[src/rtl/dot_pkg.sv]
// Shared definitions for the dot-product sequencer and its four-lane MAC.
package dot_pkg;

    typedef enum logic [1:0] {
        ST_IDLE = 2'd0,
        ST_RUN  = 2'd1,
        ST_DONE = 2'd2
    } state_t;

    localparam int LANES  = 4;
    localparam int LANE_W = 8;

endpackage

[src/rtl/dot_seq.sv]
// Dot-product sequencer feeding a four-lane int8 MAC, one job at a time.
// Optional macro DOT_SEQ_BIAS_EN adds bias/bias_load ports so a job can
// start its accumulator from a preset value instead of zero.
//
// state | meaning
// IDLE  | waiting for start; len and initial accumulator captured here
// RUN   | accepting operand words, one MAC step per accepted beat
// DONE  | holding the result until the consumer takes it
module dot_seq
    import dot_pkg::*;
#(
    parameter int WIDTH_SUM = 32,
    parameter int WIDTH_A   = 32,
    parameter int WIDTH_B   = 32,
    parameter int LEN_W     = 16
) (
    input  logic                 clk,
    input  logic                 rst_n,
    input  logic                 start,
    input  logic [LEN_W-1:0]     len,
`ifdef DOT_SEQ_BIAS_EN
    input  logic [WIDTH_SUM-1:0] bias,
    input  logic                 bias_load,
`endif
    output logic                 busy,
    input  logic                 in_valid,
    output logic                 in_ready,
    input  logic [WIDTH_A-1:0]   in_a,
    input  logic [WIDTH_B-1:0]   in_b,
    output logic [2:0]           mac_valid,
    output logic [WIDTH_A-1:0]   mac_a,
    output logic [WIDTH_B-1:0]   mac_b,
    output logic [WIDTH_SUM-1:0] mac_sumin,
    input  logic [WIDTH_SUM-1:0] mac_out,
    output logic                 res_valid,
    input  logic                 res_ready,
    output logic [WIDTH_SUM-1:0] res_data
);

    state_t               state_q, state_d;
    logic [WIDTH_SUM-1:0] acc_q, acc_d;
    logic [LEN_W-1:0]     rem_q, rem_d;
    logic [WIDTH_SUM-1:0] acc_init;

`ifdef DOT_SEQ_BIAS_EN
    assign acc_init = bias_load ? bias : '0;
`else
    assign acc_init = '0;
`endif

    // Lane count is min(remaining, 4); an empty count idles at 1 so the MAC
    // never sees an illegal zero-lane request.
    assign mac_valid = (rem_q >= LEN_W'(LANES)) ? 3'(LANES) :
                       (rem_q == '0)            ? 3'd1      : rem_q[2:0];

    assign mac_a     = in_a;
    assign mac_b     = in_b;
    assign mac_sumin = acc_q;
    assign in_ready  = (state_q == ST_RUN);
    assign busy      = (state_q == ST_RUN) || (state_q == ST_DONE);
    assign res_valid = (state_q == ST_DONE);
    assign res_data  = (state_q == ST_DONE) ? acc_q : '0;

    // Next-state and datapath update for the job sequencer.
    always_comb begin
        state_d = state_q;
        acc_d   = acc_q;
        rem_d   = rem_q;
        unique case (state_q)
            ST_IDLE: begin
                if (start) begin
                    acc_d = acc_init;
                    if (len != '0) begin
                        rem_d   = len;
                        state_d = ST_RUN;
                    end else begin
                        rem_d   = '0;
                        state_d = ST_DONE;
                    end
                end
            end
            ST_RUN: begin
                if (in_valid) begin
                    acc_d = mac_out;
                    rem_d = rem_q - LEN_W'(mac_valid);
                    if (rem_q <= LEN_W'(LANES)) begin
                        state_d = ST_DONE;
                    end
                end
            end
            ST_DONE: begin
                if (res_ready) begin
                    state_d = ST_IDLE;
                end
            end
            default: state_d = ST_IDLE;
        endcase
    end

    // State registers with synchronous active-low reset.
    always_ff @(posedge clk) begin
        if (!rst_n) begin
            state_q <= ST_IDLE;
            acc_q   <= '0;
            rem_q   <= '0;
        end else begin
            state_q <= state_d;
            acc_q   <= acc_d;
            rem_q   <= rem_d;
        end
    end

endmodule
[config.mk]
export PLATFORM = sky130hd
export DESIGN_NAME = dot_seq
export DESIGN_NICKNAME = d
export VERILOG_FILES = /design/src/rtl/dot_pkg.sv /design/src/rtl/dot_seq.sv
export SDC_FILE = /design/constraint.sdc
export NUM_CORES = 1
export LEC_CHECK = 0
export CORE_MARGIN = 2
export CORE_UTILIZATION = 30
export CTS_CLUSTER_DIAMETER = 30
export DETAILED_ROUTE_END_ITERATION = 10
export GPL_TIMING_DRIVEN = 0
export PLACE_DENSITY_LB_ADDON = 0.12
export SYNTH_ARGS = -nofsm -noshare
export SYNTH_HDL_FRONTEND = slang
export SYNTH_SLANG_ARGS = --single-unit
[constraint.sdc]
create_clock -name clk -period 2.92 [get_ports clk]
set_clock_uncertainty 0.1 [all_clocks]
set_input_delay 0.73 -clock clk [delete_from_list [all_inputs] [get_ports clk]]
set_output_delay 0.73 -clock clk [all_outputs]
set_load 0.1 [all_outputs]
## After elaboration in Yosys (flattened, before gate mapping)

Index checks and enable logic that the tools add are counted.

| storage, ports and cells | value |
|---|---|
| word-level logic and storage cells | 35 |
| output and inout bits | 134 |
| register bits after elaboration | 50 |
| bits of input ports | 117 |

| cells by class | value |
|---|---|
| equal/unequal tests | 6 |
| multiplexer cells | 16 |
| $add $sub $neg | 1 |
| $lt $le $gt $ge | 2 |
| reduce and logical (&&, ||, !) cells | 7 |

Operators by type and width:

| cell | number |
|---|---|
| 32-bit 2-to-1 mux | 3 |
| 32-bit case mux with 2 select lines | 1 |
| 16-bit 2-to-1 mux | 3 |
| 16-bit case mux with 2 select lines | 1 |
| 16-bit by 3-bit greater-or-equal comparator with 1-bit output, second input constant | 1 |
| 16-bit by 3-bit less-or-equal comparator with 1-bit output, second input constant | 1 |
| 16-bit logical NOT | 1 |
| 16-bit nonzero test | 1 |
| 16-bit by 3-bit subtractor with 16-bit output | 1 |
| 2-bit 2-to-1 mux | 5 |
| 3-bit 2-to-1 mux | 2 |
| 2-bit case mux with 3 select lines | 1 |
| 2-bit by 1-bit != test with 1-bit output, second input constant | 2 |
| 2-bit != test, second input constant | 2 |
| 4-bit AND reduction | 1 |
| 3-bit AND reduction | 1 |
| 2-bit by 1-bit equality test with 1-bit output, second input constant | 1 |
| 2-bit equality test, second input constant | 1 |
| 2-bit logical NOT | 1 |
| 2-bit nonzero test | 1 |
| 1-bit logical OR | 1 |

## Longest topological paths before layout

| logic depth | value |
|---|---|
| depth after elaboration | 6 |
| gate-level depth with buffers | 13 |

## Worst setup path before layout

Ideal clock, no wire load.

| timing | value |
|---|---|
| kind | reg-to-reg |
| from | register rem_q[8] |
| to | register rem_q[14] |
| cell stages (with the launch flop) | 14 |
| data arrival time | 4.753 ns |
| library setup time | 0.133 ns |
| period minus slack after synthesis | 4.986 ns |
| required time | 2.687 ns |
| slack | -2.066 ns |
| cells stage by stage | dfxtp_1 > nor4_4 > nand4_2 > nor2_1 > inv_2 > a21oi_1 > ha_1 > inv_1 > fa_1 > a2111oi_4 > nand2_2 > nor3_2 > mux2i_1 > a211oi_2 |

| on the way | value |
|---|---|
| word-level cells in the longest chain between the ends | 6 |
| elaborated cells between the ends (all ways) | 7 |
| those cells by class | add/sub (1); order compare (1); mux (4); reduce/logical (1) |

RTL lines:

| what | line | text |
|---|---|---|
| start: declaration | dot_seq.sv:42 | `logic [LEN_W-1:0] rem_q, rem_d;` |
| start signal: assignment | dot_seq.sv:109 | `rem_q <= rem_d;` |
| parallel branches: the longest is 2 deep, another holds 16-bit by 3-bit greater-or-equal comparator with 1-bit output | -- |  |
| 3-bit 2-to-1 mux (*) | dot_seq.sv:53 | `assign mac_valid = (rem_q >= LEN_W'(LANES)) ? 3'(LANES) :` |
| named net mac_valid[2] | dot_seq.sv:30 | `output logic [2:0] mac_valid,` |
| 16-bit by 3-bit subtractor with 16-bit output (*) | dot_seq.sv:85 | `rem_d = rem_q - LEN_W'(mac_valid);` |
| 16-bit 2-to-1 mux (*) | dot_seq.sv:83 | `if (in_valid) begin` |
| 16-bit case mux with 2 select lines (*) | dot_seq.sv:69 | `unique case (state_q)` |

Mark *: on every way through the listed nets, which the timed path passes. The select of a mux whose other input is x is not followed.
A chain may end at the register's enable or synchronous reset.

## Worst setup path in the final report

| timing | value |
|---|---|
| from | register rem_q[10] |
| to | register rem_q[14] |

| on the way | value |
|---|---|
| word-level cells in the longest chain between the ends | 6 |
| elaborated cells between the ends (all ways) | 7 |
| those cells by class | add/sub (1); order compare (1); mux (4); reduce/logical (1) |

RTL lines:

| what | line |
|---|---|
| parallel branches: the longest is 3 deep, another holds 16-bit by 3-bit greater-or-equal comparator with 1-bit output | -- |
| 16-bit by 3-bit subtractor with 16-bit output (*) | dot_seq.sv:85 |
| 16-bit 2-to-1 mux (*) | dot_seq.sv:83 |
| 16-bit case mux with 2 select lines (*) | dot_seq.sv:69 |

Every way passes the cells marked *. The select of a mux whose other input is x is not followed.

==> results.tsv <==
metric	value	unit
power_switching	2.65	mW
routed_wl	11500	um
core-area	0.0103	mm2
synth_ff_type	dfxtp_1	
die_y	107	um
drcViolationCount	0	
clockRootBuffer	clkbuf_8	
wire_per_inst	15.6	um
gp_congestion	0.865	
clk_latency	0.31	ns
crit_chain	nor4_4 -> nand4_4 -> nor2_4 -> inv_8 -> a21oi_4 -> ha_2 -> inv_2 -> fa_2 -> a2111oi_4 -> nand2_2 -> nor3_2 -> mux2i_1 -> a211oi_2	
clock_power_share	0.110	
crit_path_start_kind	flop	
synth-seq-area-share	0.316	
power.density	921	mW/mm2
vias_per_cell	4.82	
drtIter0Drc	133	
synth_edf_count	0	
post_synth_num_cell_types	54	
ant_nets	0	
fin_crit_sh	1.08	
firstDrtPassIters	4	
min_path_type	flop to flop	
cts_buffer_depth	2	
cp_max_fo	5	
antenna_found_initial	0	
grt_pass1_vias	3491	
grt_pass1_wl	17500	um
h-tree-depth	2	
die_area	0.0114	mm2
fillers	1005	
cp_top_family	simple AND/OR/NAND/NOR gates	
violations	setup timing	
post-route-cell-area	0.00543	mm2
slew_violations	0	
required	3.00	ns
maxCapViolCount	0	
n_antenna_cell	0	
post-dp-hpwl	8630	um
synth_seq_cells	50	
end_kind	flop	
via_count	3547	
max_stage_delay	0.38	ns
avgSynthCellArea	8.19	um2
min_period	3.14	ns
cts_made_buffers	5	
leakage	2.28	nW
finalNetCount	723	
grt_setup_unrepaired	yes	
syn-num-nets	511	
cts_tree	yes	
seq_power_share	0.201	
worst_pin_slew	0.992	ns
crit_type	flop to flop	
synthCells	387	
fin_setup_tns	-0.698	ns
grt-ovfl-total	0	
slowest_stage	dfxtp_4	
setup_slack	-0.223	ns
stdcell_count	736	
ir_drop	0.000376	V
cts.hold.buffers_added	0	
status	complete, but fails checks	
clock-sinks	50	
p_int	2.35	mW
grtUsageTotal	0.191	
die_x	107	um
num_rows	37	
io_buffers	185	
setup-violations-final	6	
place_area	0.00525	mm2
combPwrFrac	0.689	
fmax	318	MHz
p_sw_frac	0.529	
initial_utilization	0.308	
async_reset_ff_frac	0	
grt_max_degree	17	
hold_violations	0	
drive_above_1_share	0.290	
dpl.cell_count	708	
yosysWarnings	0	
cp.buffers_inverters	2	
ios	251	
synth_area	0.00317	mm2
relSlewSlack	0.337	
arrival	3.22	ns
area_growth_syn_to_layout	71.2	%
clkSlewWorstSetupHoldPaths	0.10	ns
==> worst paths after layout <==
path	end	from	cells past startpoint	slack [ns]
min	rem_q[0]	rem_q[0]	2	0.42
max reg2reg	rem_q[14]	rem_q[10]	13	-0.22
min reg2reg	rem_q[0]	rem_q[0]	2	0.42
max	rem_q[14]	rem_q[10]	13	-0.22
==> cells by family after synthesis <==
group	count (synthesis)	share of synthesized area
flip-flops	50	0.316
adder cells (fa/ha/maj)	7	0.0300
AO/OA/AOI/OAI	90	0.204
AND/OR/NAND/NOR	138	0.233
XOR/XNOR	1	0.00276
multiplexers	5	0.0174
buffers and inverters	96	0.197
==> metrics by stage <==
| stage | setup WS (ns) | util | power (mW) | hold WS, ns |
|---|---|---|---|---|
| 2_1_floorplan | -0.697 | - | 3.27 | 0.381 |
| 3_3_place_gp | -0.476 | 0.510 | 3.95 | 0.400 |
| 3_5_place_dp | -0.442 | 0.510 | 3.97 | 0.411 |
| 4_1_cts | -0.180 | 0.529 | 4.75 | 0.427 |
| 5_1_grt | -0.346 | 0.528 | 5.26 | 0.456 |
| 6_report | -0.223 | 0.528 | 5.00 | 0.424 |
==> Yosys cell counts (2+ instances only) <==
master | count | area share
nand2_1 | 22 | 0.026
inv_1 | 10 | 0.012
buf_4 | 68 | 0.16
nand2b_1 | 2 | 0.0039
o41ai_1 | 2 | 0.0055
nand3_1 | 6 | 0.0095
o21a_1 | 2 | 0.0047
mux2i_1 | 3 | 0.0095
and2_1 | 32 | 0.063
ha_1 | 6 | 0.024
nand4_1 | 2 | 0.0039
nor4_1 | 7 | 0.014
buf_2 | 7 | 0.011
nor3_1 | 4 | 0.0063
o311a_1 | 2 | 0.0063
o21ai_1 | 4 | 0.0063
o21ai_0 | 10 | 0.016
o22ai_1 | 2 | 0.0039
a31o_2 | 2 | 0.0055
dfxtp_1 | 50 | 0.32
o31a_1 | 2 | 0.0055
a22oi_1 | 33 | 0.078
a211oi_1 | 3 | 0.0071
nor2b_1 | 3 | 0.0059
clkbuf_1 | 9 | 0.011
nor3_2 | 3 | 0.0095
nor2_1 | 48 | 0.057
a21oi_1 | 17 | 0.027
==> tightest hold or removal path, cell delays in order, from the launching register on <==
cell and delay [ns]:
dfxtp_1 0.33, nor2_1 0.10, a211oi_1 0.05
==> final cells by class <==
| cell class | count | area, um2 | area share |
|---|---|---|---|
| clock buffers | 6 | 82.6 | 0.0152 |
| repair buffers | 205 | 1850 | 0.342 |
| clock inverters | 2 | 38.8 | 0.00715 |
| multi-input cells | 241 | 1630 | 0.301 |
| well taps | 136 | 170 | 0.0314 |
| inverters | 12 | 52.6 | 0.00968 |
| plain buffers | 84 | 581 | 0.107 |
| flip-flops and latches | 50 | 1010 | 0.187 |
==> state kept, by name, indices dropped and copies added, names as in the netlist <==
register   flops
rem_q         16
state_q        2
mac_sumin     32
==> cell usage in the layout, fill, tap and decap left out, types with 3 or more instances in the layout <==
master           instances
clkbuf_8                 6
dfxtp_4                  3
nor4_1                   7
o21ai_0                  7
clkbuf_1                 8
nand2_1                 21
inv_1                    9
ha_1                     4
a21oi_1                 16
dlygate4sd2_1            4
mux2i_1                  3
o21ai_1                  6
a22oi_1                 33
a211oi_1                 3
nor3_2                   4
and2_1                  32
nand3_1                  5
nor2_1                  46
buf_4                   88
nor2b_1                  3
buf_2                   36
clkdlybuf4s50_1        147
dfxtp_1                 45
==> routing by layer <==
metal | GRT usage | part of all wire | routed length (um)
met1 | 0.233 | 0.40 | 4610
met2 | 0.331 | 0.49 | 5630
met3 | 0.0590 | 0.098 | 1130
met4 | 0.0399 | 0.011 | 124
met5 | 0 | 0 | 0
==> timing repair <==
item / 4_1_cts / 5_1_grt
pin swaps: 9 / 11
buffers inserted: 12 / 9
endpoints found under the setup margin: 46 / 32
gates resized for setup: 149 / 43
==> power groups by stage <==
stage,clock [mW],combinational (mW),sequential [mW]
after floorplan,0,2.05,1.23
after global placement,0,2.94,1.01
after detailed placement,0,2.95,1.02
after CTS,0.558,3.19,1.00
after global routing,0.584,3.64,1.03
final,0.548,3.44,1.01
Note: power is estimated with default switching activity, not from simulation.
